### config.mk
export PLATFORM = sky130hd
export DESIGN_NAME = mem_stage
export DESIGN_NICKNAME = d
export VERILOG_FILES = /design/src/rtl/mem_stage.sv
export SDC_FILE = /design/constraint.sdc
export NUM_CORES = 1
export LEC_CHECK = 0
export BUFFER_PORTS_ARGS = -buffer_cell sky130_fd_sc_hd__buf_4
export CAP_MARGIN = 30
export CORE_AREA = 2 2 112 114
export DETAILED_ROUTE_END_ITERATION = 6
export DIE_AREA = 0 0 114 116
export PLACE_DENSITY = 0.77
export SYNTH_ARGS = -nofsm -noshare
export SYNTH_HDL_FRONTEND = slang
export SYNTH_SLANG_ARGS = --single-unit
### constraint.sdc
create_clock -name clk -period 3.8 [get_ports clk]
set_clock_uncertainty 0.05 [all_clocks]
set_input_delay 0.76 -clock clk [delete_from_list [all_inputs] [get_ports clk]]
set_output_delay 0.76 -clock clk [all_outputs]
set_load 0.005 [all_outputs]
### src/rtl/mem_stage.sv
// Memory-access pipeline stage: word loads/stores over an ack-based data bus, stall/bubble control, MEM forwarding and the MEM/WB register.
// Optional build macro MEM_TIMEOUT_EN adds a WAIT-state timeout that aborts the access and sets a sticky bus_err.
module mem_stage #(
    parameter int ADDR_W         = 30,
    parameter int TIMEOUT_CYCLES = 255
) (
    input  logic              clk,
    input  logic              rst,
    input  logic              MEM_CTRL,
    input  logic [4:0]        WB_CTRL,
    input  logic [68:0]       MEM_DATA,
    output logic              dm_req,
    output logic              dm_we,
    output logic [ADDR_W-1:0] dm_addr,
    output logic [31:0]       dm_wdata,
    input  logic [31:0]       dm_rdata,
    input  logic              dm_ack,
    output logic              mem_stall,
    output logic [37:0]       MEM_BACK,
    output logic [4:0]        o_WB_CTRL,
    output logic [68:0]       o_WB_DATA,
    output logic              bus_err
);

    typedef enum logic {
        S_IDLE,
        S_WAIT
    } state_t;

    state_t state, state_n;

    logic [4:0]  rw;
    logic [31:0] alu_out;
    logic [31:0] store_data;
    logic        is_store;
    logic        is_load;
    logic        access;
    logic        fwd_we;
    logic        timeout;

    assign rw         = MEM_DATA[68:64];
    assign alu_out    = MEM_DATA[63:32];
    assign store_data = MEM_DATA[31:0];

    // A store wins when both memWrite and memToReg are set, so such an op never returns load data.
    assign is_store = MEM_CTRL;
    assign is_load  = WB_CTRL[3] & ~MEM_CTRL;
    assign access   = MEM_CTRL | WB_CTRL[3];

    // Loads are never forwarded from this stage; their data only exists in WB.
    assign fwd_we   = WB_CTRL[4] & ~WB_CTRL[3];
    assign MEM_BACK = {fwd_we, rw, alu_out};

    assign dm_addr  = alu_out[ADDR_W+1:2];
    assign dm_wdata = store_data;

    function automatic logic [31:0] load_word(input logic load, input logic [31:0] rdata);
        return load ? rdata : 32'h0;
    endfunction

    if (TIMEOUT_CYCLES < 1) begin : g_bad_timeout
        $error("mem_stage: TIMEOUT_CYCLES must be at least 1");
    end

`ifdef MEM_TIMEOUT_EN
    localparam int CNT_W = ($clog2(TIMEOUT_CYCLES + 1) > 8) ? $clog2(TIMEOUT_CYCLES + 1) : 8;

    logic [CNT_W-1:0] wait_cnt;
    logic             bus_err_q;

    // The abort fires in the TIMEOUT_CYCLES-th WAIT cycle; an ack in that same cycle still completes.
    assign timeout = (state == S_WAIT) & access & ~dm_ack
                     & (wait_cnt == CNT_W'(TIMEOUT_CYCLES - 1));

    always_ff @(posedge clk or posedge rst) begin
        if (rst) begin
            wait_cnt <= '0;
        end else if (state == S_WAIT && access && !dm_ack && !timeout) begin
            wait_cnt <= wait_cnt + 1'b1;
        end else begin
            wait_cnt <= '0;
        end
    end

    always_ff @(posedge clk or posedge rst) begin
        if (rst) begin
            bus_err_q <= 1'b0;
        end else if (timeout) begin
            bus_err_q <= 1'b1;
        end
    end

    assign bus_err = bus_err_q;
`else
    assign timeout = 1'b0;
    assign bus_err = 1'b0;
`endif

    always_ff @(posedge clk or posedge rst) begin
        if (rst) begin
            state <= S_IDLE;
        end else begin
            state <= state_n;
        end
    end

    always_comb begin
        state_n   = state;
        dm_req    = 1'b0;
        dm_we     = 1'b0;
        mem_stall = 1'b0;
        case (state)
            S_IDLE: begin
                dm_req    = access;
                dm_we     = access & is_store;
                mem_stall = access & ~dm_ack;
                if (access && !dm_ack) begin
                    state_n = S_WAIT;
                end
            end
            S_WAIT: begin
                dm_req    = access;
                dm_we     = access & is_store;
                mem_stall = access & ~dm_ack & ~timeout;
                if (!access || dm_ack || timeout) begin
                    state_n = S_IDLE;
                end
            end
            default: begin
                state_n = S_IDLE;
            end
        endcase
    end

    // MEM/WB boundary: stalled or aborted cycles send a bubble; data holds its last committed value.
    always_ff @(posedge clk or posedge rst) begin
        if (rst) begin
            o_WB_CTRL <= 5'b0;
            o_WB_DATA <= 69'b0;
        end else if (mem_stall || timeout) begin
            o_WB_CTRL <= 5'b0;
        end else begin
            o_WB_CTRL <= WB_CTRL;
            o_WB_DATA <= {rw, alu_out, load_word(is_load, dm_rdata)};
        end
    end

endmodule
==> results.ini <==
[cells_and_area]
finish.net_count=557
layout.filler_cells=1100
antenna_cells_inserted=0
layout-drive-gt1-share_pct=62.3
finalNonFillerCells=598
area_growth_pct=34.5

[placement]
dp_hpwl_um=7300
portBuffers=222
gpl.final_weighted_congestion=0.766
dpl.cell_count=583

[worst_hold_path]
hp-class=in -> async

[worst_setup_path]
critical_path.max_stage_delay_ns=0.38
worstSetupPathType=in -> out
rr_endpoint=o_WB_DATA[47]
reg2reg_slack_ns=2.98
crit_fanout=57
crit_path_top_delay_cell=buf_4
buf_inv_on_cp=3
start_of_the_worst_register_to_register_path=o_WB_DATA[47]
critPathMostFrequentCell=buf_4
critical_path.top_delay_family=buffers and inverters
cp_cell_sequence=buf_4 > o21bai_4 > inv_4 > buf_4
crit_path_start=dm_ack
required_ns=2.99
crit_path_end_kind=output port
start_kind=primary input
reg2reg_depth=1
cp.arrival_ns=1.63

[clock_network]
postCtsResizedCells=0
cts_sinks=74
tritoncts_clock_tree=done
cts_htree_levels=3
post_cts_buffers=0
cts.root.buffer_cell=clkbuf_16
cts_buffer_depth=2
cts_hold_buffers=0
clk_pin_slew_worst_paths_ns=0.05
latest_clock_arrival_within_the_worst_skew_pair_ns=0.34
number_of_cts_inserted_buffers=9

[timing]
slew_violations=0
post-route-period-util_pct=64.1
fin_tns_setup_ns=0
setup_viol=0
slew_headroom_pct=56.0
timing_hold_violations_final=0
layout_min_cycle_time_ns=2.44
grt_setup_unrepaired=false
worstMarginPinSlew_ns=0.659
timing.fmax_ghz=0.411

[route]
wirelength_um=9850
route.detailed.drc=0
vias=2657
drt_first_iter_violations=139
routed_via_density=4.44
routed_wire_length_per_instance_um=16.5
first_drt_pass_iteration_count=4
postRouteAntennaNets=0

[grt]
grt_pass1_wl_um=14300
grt_usage_pct=14.4
grt_antenna_before_repair=0
first_global_vias=2669
grt.overflow.total=0
maximum_number_of_pins_on_one_net_before_global_route_repair=58

[floorplan]
die_height_um=116
start_util_pct=32.7
number_of_ports_placed_on_the_die_boundary=288
rows=40
dieWidth_um=114
die-area_um2=13200
floorplan.core_area_um2=11900

[yosys]
yosys_warnings=0
post_synth_num_cell_types=19
postSynthRegisterBits=74
synth.largest_area_cell=dfrtp_1
netlist_instances=327
synth_top_area_share_pct=47.6
syn_avg_cell_area_um2=11.9
post_synth_instance_area_um2=3890
dominant_cells_by_area_after_synthesis=dfrtp_1 48%, buf_4 19%, mux2_4 13%
postSynthNetCount=437
synth_sequential_area_ratio_pct=47.6

[power_and_ir_drop]
max-vdd-ir-drop_uv=170
power_leakage_nw=2.65
power.density_nw_per_um2=414

[status]
run_status=completed

[job]
maxCapViolations=0

## layout by cell type, fill, tap and decap left out, types with 3 or more instances in the layout
| master | count |
|---|---|
| mux2_4 | 34 |
| a21oi_1 | 27 |
| mux2_2 | 3 |
| a22o_1 | 5 |
| and2_1 | 5 |
| nand3b_1 | 27 |
| nand2b_1 | 27 |
| clkbuf_8 | 3 |
| buf_4 | 225 |
| dfrtp_1 | 74 |
| clkbuf_16 | 9 |
## metal layers
| layer | track usage, % | wire, µm | share of wire (%) | vias to the layer above |
|---|---|---|---|---|
| li1 | - | - | - | 1213 |
| met1 | 16.7 | 3840 | 39 | 1271 |
| met2 | 23.2 | 4760 | 48 | 149 |
| met3 | 5.70 | 984 | 10 | 24 |
| met4 | 7.56 | 270 | 2.7 | 0 |
| met5 | 0 | 0 | 0 | - |
## report_power, final
group / internal [mW] / leakage [nW] / total, mW / switching [mW]
Combinational: 0.257 / 1.57 / 0.409 / 0.152
Clock: 0.557 / 0.152 / 0.869 / 0.312
Sequential: 0.852 / 0.925 / 0.890 / 0.0383
## synthesized netlist by cell type
cell and instances:
buf_4 101, dfrtp_1 74, mux2_4 34, a21oi_1 27
nand2b_1 27, nand3b_1 27, buf_2 6, clkbuf_1 6
a22o_1 5, and2_1 5, buf_6 4, mux2_2 3
inv_1 2, and3b_1 1, conb_1 1, inv_4 1
nor2_2 1, nor2b_1 1, o21bai_4 1
## cells by family after synthesis
logic type / Yosys count / share of synthesized area [%]
multiplexers: 37 / 14.0
AND/OR/NAND/NOR: 62 / 10.9
other: 1 / 0.0964
AO/OA/AOI/OAI: 33 / 5.08
buffers and inverters: 120 / 22.3
flip-flops: 74 / 47.6
## worst max path at each step
stage	slack, ns	endpoint	cells past startpoint
finish	1.36	mem_stall	4
global route	1.28	mem_stall	4
CTS	1.38	mem_stall	4
detailed placement	1.26	o_WB_DATA[65]	5
global placement	1.34	o_WB_DATA[65]	5
floorplan	1.11	o_WB_CTRL[0]	1
## state kept, by name, indices dropped and copies added, names as in the netlist
signal,cells
o_WB_DATA,69
o_WB_CTRL,5
## cell type report
class | count | area, µm² | share of cell area (%)
clock buffers | 13 | 270 | 5.16
clock inverters | 2 | 35.0 | 0.669
inverters | 3 | 15.0 | 0.287
multi-input cells | 133 | 1170 | 22.3
flip-flops and latches | 74 | 1850 | 35.4
well taps | 147 | 184 | 3.51
repair buffers | 226 | 1710 | 32.6
## stage by stage
stage                     worst slack [ns]  total power [mW]  util, %  hold slack [ns]  area [µm²]
after floorplan                       1.11              1.13        -            0.448        3890
after global placement                1.34              1.31     41.2            0.445        4910
after detailed placement              1.26              1.32     41.4            0.445        4930
after CTS                             1.38              2.20     43.9            0.410        5240
after global routing                  1.28              2.27     43.9            0.425        5240
final                                 1.36              2.17     43.9            0.391        5240
Power figures use the tool's default switching activity.
